===== config.mk =====
export PLATFORM = sky130hd
export DESIGN_NAME = fetch_stage
export DESIGN_NICKNAME = d
export VERILOG_FILES = /design/src/rtl/cpu_pkg.sv /design/src/rtl/if_id_reg.sv /design/src/rtl/fetch_stage.sv
export SDC_FILE = /design/constraint.sdc
export NUM_CORES = 1
export LEC_CHECK = 0
export CORE_ASPECT_RATIO = 1.75
export CORE_UTILIZATION = 39
export DETAILED_ROUTE_END_ITERATION = 16
export GPL_TIMING_DRIVEN = 0
export PLACE_DENSITY = 0.76
export SLEW_MARGIN = 40
export SYNTH_ARGS = -nofsm -noshare
export SYNTH_HDL_FRONTEND = slang
export SYNTH_SLANG_ARGS = --single-unit

===== constraint.sdc =====
create_clock -name clk -period 2.22 [get_ports clk]
set_input_delay 0.666 -clock clk [delete_from_list [all_inputs] [get_ports clk]]
set_output_delay 0.666 -clock clk [all_outputs]
set_load 0.03 [all_outputs]

===== src/rtl/cpu_pkg.sv =====
// Shared constants, fetch FSM state type and small helpers for the 16-bit core.
package cpu_pkg;

  localparam int DATA_W = 16;
  localparam int ADDR_W = 16;
  localparam logic [DATA_W-1:0] NOP_INSTR = 16'h0000;

  typedef enum logic {
    RUN  = 1'b0,
    HALT = 1'b1
  } fetch_state_t;

  // Saturating increment: an all-ones value stays pinned.
  function automatic logic [15:0] sat_inc(input logic [15:0] v);
    return (v == 16'hFFFF) ? v : v + 16'd1;
  endfunction

endpackage


===== src/rtl/if_id_reg.sv =====
// IF/ID pipeline register: captures a fetched word and its PC for decode.
// A flush turns the slot into a bubble and takes priority over hold.
module if_id_reg
  import cpu_pkg::*;
(
  input  logic              clk,
  input  logic              rst,
  input  logic              i_load,
  input  logic              i_flush,
  input  logic              i_hold,
  input  logic [DATA_W-1:0] i_instr,
  input  logic [ADDR_W-1:0] i_pc,
  output logic [DATA_W-1:0] o_instr,
  output logic [ADDR_W-1:0] o_pc,
  output logic [ADDR_W-1:0] o_pc_plus1,
  output logic              o_valid
);

  logic [DATA_W-1:0] r_instr;
  logic [ADDR_W-1:0] r_pc;
  logic [ADDR_W-1:0] r_pcPlus1;
  logic              r_valid;

  // A flush only clears instr/valid; the PC fields keep their last values.
  always_ff @(posedge clk) begin
    if (rst) begin
      r_instr   <= NOP_INSTR;
      r_pc      <= '0;
      r_pcPlus1 <= '0;
      r_valid   <= 1'b0;
    end else if (i_flush) begin
      r_instr <= NOP_INSTR;
      r_valid <= 1'b0;
    end else if (!i_hold && i_load) begin
      r_instr   <= i_instr;
      r_pc      <= i_pc;
      r_pcPlus1 <= i_pc + 16'd1;
      r_valid   <= 1'b1;
    end
  end

  assign o_instr    = r_instr;
  assign o_pc       = r_pc;
  assign o_pc_plus1 = r_pcPlus1;
  assign o_valid    = r_valid;

endmodule


===== src/rtl/fetch_stage.sv =====
// Instruction-fetch stage: owns the PC, drives instruction memory and fills IF/ID.
// Handles stall, redirect (with bubble) and halting on fetch past the end of memory.
module fetch_stage
  import cpu_pkg::*;
#(
  parameter logic [15:0] RESET_PC   = 16'h0000,
  parameter int          IMEM_DEPTH = 16
) (
  input  logic        clk,
  input  logic        rst,
  input  logic        stall,
  input  logic        redirect,
  input  logic [15:0] redirect_pc,
  output logic [15:0] imem_pc,
  input  logic [15:0] imem_instr,
  output logic [15:0] if_id_instr,
  output logic [15:0] if_id_pc,
  output logic [15:0] if_id_pc_plus1,
  output logic        if_id_valid,
  output logic        halted,
  output logic [15:0] fetch_count
);

  // One extra bit so a depth of 65536 still compares correctly.
  localparam logic [ADDR_W:0] DEPTH_W = (ADDR_W + 1)'(IMEM_DEPTH);

  fetch_state_t      r_state;
  fetch_state_t      w_stateNext;
  logic [ADDR_W-1:0] r_pc;
  logic [ADDR_W-1:0] w_pcNext;
  logic [15:0]       r_count;

  logic w_inRange;
  logic w_redirectInRange;
  logic w_step;
  logic w_load;
  logic w_flush;

  assign w_inRange         = {1'b0, r_pc} < DEPTH_W;
  assign w_redirectInRange = {1'b0, redirect_pc} < DEPTH_W;
  assign w_step            = !redirect && !stall && (r_state == RUN);
  assign w_load            = w_step && w_inRange;
  assign w_flush           = redirect || (w_step && !w_inRange);

  always_ff @(posedge clk) begin
    if (rst) begin
      r_state <= RUN;
      r_pc    <= RESET_PC;
      r_count <= '0;
    end else begin
      r_state <= w_stateNext;
      r_pc    <= w_pcNext;
      if (w_load) begin
        r_count <= sat_inc(r_count);
      end
    end
  end

  // Redirect beats stall; running off the end of memory halts with the PC parked.
  always_comb begin
    w_stateNext = r_state;
    w_pcNext    = r_pc;
    if (redirect) begin
      w_pcNext    = redirect_pc;
      w_stateNext = w_redirectInRange ? RUN : HALT;
    end else if (w_load) begin
      w_pcNext = r_pc + 16'd1;
    end else if (w_step) begin
      w_stateNext = HALT;
    end
  end

  if_id_reg u_if_id_reg (
    .clk        (clk),
    .rst        (rst),
    .i_load     (w_load),
    .i_flush    (w_flush),
    .i_hold     (stall),
    .i_instr    (imem_instr),
    .i_pc       (r_pc),
    .o_instr    (if_id_instr),
    .o_pc       (if_id_pc),
    .o_pc_plus1 (if_id_pc_plus1),
    .o_valid    (if_id_valid)
  );

  assign imem_pc     = r_pc;
  assign halted      = (r_state == HALT);
  assign fetch_count = r_count;

endmodule


==> out/qor.log <==
qor: outcome.result_of_the_run finished, final reports clean
qor: worst_setup_path.cp_data_required_time 1.55 ns
qor: route.remaining_drc_errors 0
qor: logic_synthesis.synthesis.instances 318
qor: global_routing.maximum_number_of_pins_on_one_net_before_global_route_repair 15
qor: cts.cts_tree yes
qor: global_routing.globalRoute.totalOverflow 0
qor: final_layout.post-route-util 0.6190
qor: sta.slew-limit-headroom 0.5118
qor: route.route.antenna.remaining_nets 0
qor: power.leakagePower 1.687 nW
qor: die.die_area 8078 sq um
qor: place.dp_cells 521
qor: worst_setup_path.worst_path_cell_chain clkdlybuf4s50_1
qor: final_layout.syn2layout_area_growth 54.72%
qor: worst_setup_path.worst_path_bufs_invs 1
qor: global_routing.grt_first_pass_wirelength 12.76 mm
qor: logic_synthesis.mappedNetlistArea 3007 sq um
qor: logic_synthesis.synth.net_count 356
qor: job.max_cap_violations 0
qor: cts.tritoncts.num_buffers 9
qor: worst_setup_path.endpoint_kind primary output
qor: power.power.density 746.0 nW/um^2
qor: die.design.core.area 7515 sq um
qor: die.die_height 118.2 microns
qor: logic_synthesis.synth_top_area_frac 0.5460
qor: worst_setup_path.crit_slowest_cell sky130_fd_sc_hd__clkdlybuf4s50_1
qor: route.wirelength 8.140 mm
qor: final_layout.final_design_area_no_fill 4652 sq um
qor: power.vdd.ir_drop.worst 0.5265 mV
qor: route.drt_pass1_iterations 6
qor: logic_synthesis.postSynthRegisterBits 82
qor: sta.finalClockSkew 0.004507 ns
qor: cts.worst_case_clock_buffer_depth 2
qor: global_routing.antenna_found_initial 0
qor: global_routing.grt_use_met1 0.2169
qor: global_routing.first_global_vias 2779
qor: logic_synthesis.postSynthAreaPerCell 9.455 sq um
qor: final_layout.fin_cells 537
qor: place.globalplace.congestion 0.8411
qor: die.core.rowCount 42
qor: cts.cts_root_buffer sky130_fd_sc_hd__clkbuf_16
qor: worst_setup_path.critical_path_peak_fanout 6
qor: logic_synthesis.synth.top_cells.by_area sky130_fd_sc_hd__dfxtp_1 55%, sky130_fd_sc_hd__nor2_1 6.0%, sky130_fd_sc_hd__and2_1 4.8%
qor: die.io_pins 118
qor: logic_synthesis.synth-edff-count 0
qor: logic_synthesis.synthFlopType sky130_fd_sc_hd__dfxtp_1
qor: die.die_w 68.37 microns
qor: sta.final-hold-violation-count 0
qor: worst_setup_path.worst_setup_path_category reg2out
qor: cts.worst_skew_pair.late_latency 0.34 ns
qor: route.drtIter0Drc 246
qor: worst_setup_path.critical_path_arrival 1.49 ns
qor: worst_setup_path.max_stage_delay 0.72 ns
qor: final_layout.n_antenna_cell 0
qor: logic_synthesis.synthArstFlopShare 0
qor: final_layout.drive_above_1_share 0.08241
qor: cts.cts.reportedPaths.clkPinSlew 0.06 ns
qor: worst_setup_path.cpLargestDelayFamily buffers and inverters
qor: logic_synthesis.synth_cell_type_count 40
qor: sta.final.hold.worst_slack 0.4548 ns
qor: sta.max_slew.worst_pin.slew 0.7323 ns
qor: global_routing.grt-busiest-layer met2
qor: global_routing.global_route.usage.total 0.2110
qor: sta.setup_viol 0
qor: route.wl_per_cell 15.16 microns
qor: logic_synthesis.synth_top_area_cell sky130_fd_sc_hd__dfxtp_1
qor: worst_setup_path.start_kind register
qor: worst_setup_path.reg2reg_slack 0.18 ns
qor: sta.maxClockFrequency 463.0 MHz
qor: logic_synthesis.synth_warnings 0
qor: cts.cts_hold_buffers 0
qor: sta.finalMaxSlewViolations 0
qor: cts.cts.sink_count 82
qor: hold_path.hp-class reg2reg
qor: die.initial_utilization 0.4001
qor: sta.post-route-min-period 2.160 ns
qor: logic_synthesis.yosysSeqAreaShare 0.5460
qor: place.post-dp-hpwl 6.082 mm
qor: final_layout.final_net_count 482
qor: cts.cts-htree-levels 3
qor: route.viasPerCell 5.166
qor: place.placedInstanceArea 4268 sq um
qor: place.numPortBuffers 115
qor: route.num_vias 2774
qor: sta.final.period_utilization 0.9728
qor: global_routing.gr-usage-met3 0.05598
qor: sta.rsz_0062_raised_after_global_routing no
qor: global_routing.gr-usage-met2 0.3670
[path summary, 6_finish.rpt]
| kind | to | cells past startpoint | start |
|---|---|---|---|
| hold / removal | u_if_id_reg.o_pc[1] | 2 | u_if_id_reg.o_pc[1] |
| hold reg to reg | u_if_id_reg.o_pc[1] | 2 | u_if_id_reg.o_pc[1] |
| setup / recovery | imem_pc[3] | 1 | imem_pc[3] |
| setup reg to reg | fetch_count[11] | 5 | imem_pc[10] |
[power by group]
group,total [mW],switching [mW],internal (mW)
clock network,1.62,0.599,1.02
registers,1.53,0.0323,1.50
logic,0.322,0.168,0.154
total,3.47,0.799,2.67
[state kept, by name, summed over array words and instances, names as in the netlist]
name                    count
u_if_id_reg.o_instr        16
u_if_id_reg.o_valid         1
u_if_id_reg.o_pc           16
fetch_count                16
halted                      1
imem_pc                    16
u_if_id_reg.o_pc_plus1     16
[cells in the mapped netlist (all sizes together) (3+ instances only)]
library cell and number:
nor3 7, or3 6, xnor2 5, a211oi 3, inv 4, a21oi 16
nor4 9, nand2 20, nand3 10, mux2i 12, buf 4, nor2 48
dfxtp 82, o22ai 15, a2111oi 3, or2 3, clkbuf 16, o21ai 6
and2 23, nor2b 3
[placed cells by master (no fill, tap or decap), drive strengths merged, types with 2 or more instances in the layout]
cell type	synthesis	final
clkdlybuf4s50	0	113
dfxtp	82	82
nor2	48	48
clkbuf	16	25
and2	23	23
nand2	20	20
a21oi	16	16
o22ai	15	15
mux2i	12	12
nand3	10	10
nor4	9	9
nor3	7	7
o21ai	6	6
or3	6	6
xnor2	5	5
inv	4	5
buf	4	5
a211oi	3	3
nor2b	3	3
a2111oi	3	3
or2	3	3
xor2	2	2
a221oi	2	2
a31oi	2	2
a311oi	2	2
mux2	2	2
o31ai	2	2
or4	2	2
ha	2	2
bufinv	0	2
clkinvlp	0	2
nand4	2	2
[per-stage QoR]
stage	TNS [ns]	total power [mW]	setup WS [ns]
6_report	0	3.470	0.06032
5_1_grt	0	3.581	0.005886
4_1_cts	0	3.492	0.006439
3_5_place_dp	-32.29	1.876	-0.7025
3_3_place_gp	-30.07	1.870	-0.6599
2_1_floorplan	0	1.720	0.01925
[area by class of cell]
type | count | area [sq um]
buffer | 19 | 86.33
clock buffer | 10 | 239.0
clock inverter | 6 | 88.84
fill | 627 | 2863
inverter | 4 | 15.01
multi-input combinational | 212 | 1311
sequential | 82 | 1642
tap | 88 | 110.1
timing repair buffer | 116 | 1160
[per-layer routing]
metal | wire [microns] | share of wire | vias to the layer above
li1 | - | - | 1361
met1 | 3098 | 0.38 | 1289
met2 | 4317 | 0.53 | 104
met3 | 495 | 0.061 | 20
met4 | 228 | 0.028 | 0
met5 | 0 | 0 | -
[kinds of logic after synthesis]
kind of cell             synth area share
buffers and inverters             0.03329
AND/OR/NAND/NOR                    0.2343
XOR/XNOR                          0.02039
flip-flops                         0.5460
AO/OA/AOI/OAI                      0.1103
multiplexers                      0.04744
adder cells (fa/ha/maj)          0.008322
[timing repair]
action	4_1_cts	5_1_grt
pin swaps	1	0
buffers inserted	1	0
endpoints found under the setup margin	62	9
cloned	0	0
gates resized for setup	10	3
No activity file was read; power rests on OpenSTA's default activity.
==> RTL change 1 (config.mk and constraints unchanged) <==
`IMEM_DEPTH`: 16 -> 15.
--- a/src/rtl/fetch_stage.sv
+++ b/src/rtl/fetch_stage.sv
@@ -4,7 +4,7 @@
   import cpu_pkg::*;
 #(
   parameter logic [15:0] RESET_PC   = 16'h0000,
-  parameter int          IMEM_DEPTH = 16
+  parameter int          IMEM_DEPTH = 15
 ) (
   input  logic        clk,
   input  logic        rst,
Formal check against the unedited RTL: not equivalent (a bounded check fails within 4 cycles, from zero or initial values and one cycle with rst high).
==> RTL change 1 against the unedited design <==
Maximum frequency fell by 0.95%. Register-to-register slack got worse by 0.03 ns. Sequential cell count did not move. Area after synthesis rose by 10%. Clock power fell by 8%. Power fell by 3.5%. Setup slack got worse by 0.021 ns. Routed wire length rose by 13%. Worst hold slack got worse by 0.0036 ns. Critical endpoint is now fetch_count[13]. First-iteration DRC count fell by 38%. Global-route usage rose by 0.27 points. Cell area rose by 7.7%.
==> RTL change 1: results (changes against the unedited design) <==
Run status
  • Status: completed (unchanged)

Power
  • Power Clock: 0.00149 W (was 0.00162 W)
  • Clock network fraction of design power: 0.446 (was 0.466)
  • VDD IR-drop max: 0.553 mV (was 0.527 mV)
  • Lkg Pwr: 1.86 nW (was 1.69 nW)
  • Sw Ratio: 0.240 (was 0.230)

Synthesis
  • Synth Cell Area: 3310 µm² (was 3010 µm²)
  • Post-synthesis adder-cell area fraction: 0.00756 (was 0.00832)
  • Synth Area in XOR/XNOR: 0.00529 (was 0.0204)
  • Synth Net Count: 399 (was 356)
  • Multiplexer area fraction after synthesis: 0.0703 (was 0.0474)
  • Synth warnings: 0 (unchanged)
  • Synth cell count leaders: 82 x dfxtp_1, 31 x a21oi_1, 27 x and2_1, 27 x nand4_1, 27 x nor2_1 (was 82 x dfxtp_1, 48 x nor2_1, 23 x and2_1)
  • Seq/Total Area, Yosys: 0.496 (was 0.546)
  • Area contributors post-synth: dfxtp_1 50%, and2_1 5.1%, nand4_1 5.1% (was dfxtp_1 55%, nor2_1 6.0%, and2_1 4.8%)

Cells and area
  • Final #Nets: 528 (was 482)
  • Clock buf/inv share: 0.0607 (was 0.0705)
  • Share of cells above drive strength 1: 0.101 (was 0.0824)
  • Final core occ: 0.607 (was 0.619)
  • Buffers excl. clock: 147 (was 135)
  • Fillers: 703 (was 627)
  • Sequential share of cell area: 0.328 (was 0.353)
  • Area of the multi-input gates: 1600 µm² (was 1310 µm²)

Place
  • PortBufs: 116 (was 115)
  • Placer Congestion: 0.931 (was 0.841)
  • Area after DPL: 4590 µm² (was 4270 µm²)
  • HPWL after DPL: 6810 µm (was 6080 µm)

Critical path
  • Worst R2R End: fetch_count[10] (was fetch_count[11])
  • Worst Setup EP: fetch_count[13] (was imem_pc[3])
  • FF-to-FF setup slack: 0.15 ns (was 0.18 ns)
  • CP peak stage delay: 0.45 ns (was 0.72 ns)
  • Worst setup EP type: flop (was primary output)
  • RR Startpoint: imem_pc[7] (was imem_pc[10])
  • Crit path launch: stall (was imem_pc[3])
  • CP Data Arrival Time: 2.40 ns (was 1.49 ns)

GRT
  • GRT Util Overall: 0.214 (was 0.211)
  • First-pass GRT wire length: 14500 µm (was 12800 µm)

Drt
  • Vias/cell: 5.45 (was 5.17)
  • DRT iter0 DRCs: 153 (was 246)

Worst hold path
  • Worst hold endpoint: u_if_id_reg.o_instr[6] (was u_if_id_reg.o_pc[1])
  • Startpoint of the worst hold path: u_if_id_reg.o_instr[6] (was u_if_id_reg.o_pc[1])

Timing
  • Relative slew slack: 0.537 (was 0.512)
  • Post-route clock skew: 0.00670 ns (was 0.00451 ns)

Clock tree
  • CTS resizes: 11 (was 10)
==> RTL change 1: changes by cell type in the layout (fill, tap and decap cells not counted), sizes merged, moves of 6 or more <==
cell | unedited run | this run
mux2 | 2 | 10
nand2 | 20 | 26
o22ai | 15 | 0
nand4 | 2 | 27
a21oi | 16 | 31
nor2b | 3 | 9
buf | 5 | 17
nor4 | 9 | 15
nor2 | 48 | 27
==> RTL change 1: per-layer routing <==
metal,GRT usage,vias up,part of all wire
li1,-,1566,-
met1,0.215,1489,0.37
met2,0.383,122,0.53
met3,0.0663,22,0.066
met4,0.124,0,0.036
met5,0,-,0
==> RTL change 1: stage by stage <==
step	TNS (ns)	hold slack [ns]	instances	worst slack [ns]
after floorplan	0	0.576	361	0.0634
after global placement	-26.09	0.439	569	-0.545
after detailed placement	-29.24	0.444	569	-0.593
after CTS	0	0.453	584	0.0162
after global routing	-0.0224	0.466	587	-0.00891
final	0	0.451	587	0.0396
==> RTL change 2 (config.mk and constraints unchanged) <==
Made on the original files. Put one more register stage on the output `fetch_count`, with the module's reset. The value now appears one clock later. The other outputs are not delayed to match.
--- a/src/rtl/fetch_stage.sv
+++ b/src/rtl/fetch_stage.sv
@@ -86,7 +86,13 @@
 
   assign imem_pc     = r_pc;
   assign halted      = (r_state == HALT);
-  assign fetch_count = r_count;
+  always_ff @(posedge clk) begin
+    if (rst) begin
+      fetch_count <= '0;
+    end else begin
+      fetch_count <= r_count;
+    end
+  end
 
 endmodule
 
Behaviour: not the same (a bounded check fails within 4 cycles, from zero or initial values and one cycle with rst high).
==> RTL change 2 against the unedited design <==
Setup slack got worse by 0.0022 ns. Global-route usage fell by 1.9 points. Sequential share of layout area up 1.7 points. Sequential cell count increased by 16. Combinational power rose by 2%. Core utilization fell by 3.3 points. Cell area is 14% higher. Power up 7.7%. First-iteration DRC count shrank 37%. Non-clock buffer count rose by 6. Area after synthesis up 20%. Routed wire length up 8.4%. Via count is 7.8% higher. Largest cell class unchanged.
==> RTL change 2: results (changes against the unedited design) <==
Run status
  • Status: completed (unchanged)

Cells and area
  • Final non-filler cell total: 595 (was 537)
  • Final core occ: 0.586 (was 0.619)
  • Fillers: 819 (was 627)
  • Final #Nets: 508 (was 482)

Synthesis
  • Synth cell count leaders: 98 x dfxtp_1, 34 x nor2_1, 24 x and2_1 (was 82 x dfxtp_1, 48 x nor2_1, 23 x and2_1)
  • Synth unique cells: 43 (was 40)
  • Post-Syn Instances: 339 (was 318)
  • Area contributors post-synth: dfxtp_1 55%, o221a_2 4.7%, and2_1 4.2% (was dfxtp_1 55%, nor2_1 6.0%, and2_1 4.8%)
  • Seq/Total Area, Yosys: 0.545 (was 0.546)
  • Synth Net Count: 377 (was 356)

Power
  • VDD IR-drop max: 0.543 mV (was 0.527 mV)
  • Net Sw Power: 0.000877 W (was 0.000799 W)
  • Clock network fraction of design power: 0.426 (was 0.466)
  • Combinational cell fraction of total power: 0.088 (was 0.093)

Place
  • Worst slack, placed: -0.687 ns (was -0.702 ns)
  • Area after DPL: 4910 µm² (was 4270 µm²)
  • Placed instance count: 575 (was 521)
  • HPWL after DPL: 6490 µm (was 6080 µm)
  • Placer Congestion: 0.920 (was 0.841)

GRT
  • First-pass GRT wire length: 13900 µm (was 12800 µm)
  • Number of global-route vias before repair: 2868 (was 2779)
  • Largest net degree at the start of global routing: 18 (was 15)

Clock tree
  • Postcts setup bufs: 2 (was 1)

Timing
  • Worst setup margin: 0.0581 ns (was 0.0603 ns)
  • Relative slew slack: 0.585 (was 0.512)
  • Hold WS: 0.457 ns (was 0.455 ns)
  • Post-route clock skew: 0.00653 ns (was 0.00451 ns)

Drt
  • Vias/cell: 5.02 (was 5.17)
  • DRT Wirelength: 8830 µm (was 8140 µm)
  • Pre-antenna DRT Iters: 4 (was 6)
  • DRT iter0 DRCs: 156 (was 246)

Critical path
  • RR Startpoint: imem_pc[15] (was imem_pc[10])
==> RTL change 2: changes by cell type after synthesis, moves of 4 or more <==
cell / before / now
dfxtp_1: 82 / 98
o221a_2: 0 / 15
o22ai_1: 15 / 0
nor2_1: 48 / 34
nor2b_1: 3 / 13
mux2_2: 2 / 9
a21oi_1: 16 / 11
or3_1: 6 / 1
mux2_1: 0 / 4
nand4_1: 1 / 5
xnor2_1: 5 / 1
==> RTL change 2: cell type report <==
type,instances,share of cell area
plain buffers,21,0.0238
clock buffers,10,0.0451
clock inverters,6,0.0132
inverters,6,0.00425
multi-input cells,214,0.285
flip-flops and latches,98,0.370
well taps,120,0.0283
repair buffers,120,0.230
==> RTL change 2: metal layers <==
| metal | part of all wire | global-route usage | wire, µm |
|---|---|---|---|
| met3 | 0.046 | 0.0505 | 409 |
| met1 | 0.37 | 0.199 | 3290 |
| met2 | 0.54 | 0.339 | 4780 |
| met5 | 0 | 0 | 0 |
| met4 | 0.040 | 0.109 | 350 |
==> RTL change 2: metrics by stage <==
stage	power [W]	setup TNS [ns]
after global placement	0.00217	-39.62
after global routing	0.00388	0
after floorplan	0.00202	0
final	0.00374	0
after CTS	0.00377	0
after detailed placement	0.00218	-42.51
==> RTL change 2: cells by family (layout without fill, tap and decap cells) <==
kind of cell,after synthesis,after routing,synth area share
muxes,24,24,0.0713
adders and majority gates,2,2,0.00695
buffers and inverters,27,163,0.0375
and+or+nand+nor,141,141,0.231
xor gates and xnor gates,2,2,0.00487
AOI/OAI and AO/OA,45,45,0.104
DFF,98,98,0.545
==> RTL change 2: worst paths after layout <==
kind | to | cells past startpoint
setup / recovery | imem_pc[3] | 1
setup reg to reg | r_count[2] | 5
hold reg to reg | u_if_id_reg.o_pc_plus1[13] | 1
hold / removal | u_if_id_reg.o_pc_plus1[13] | 1
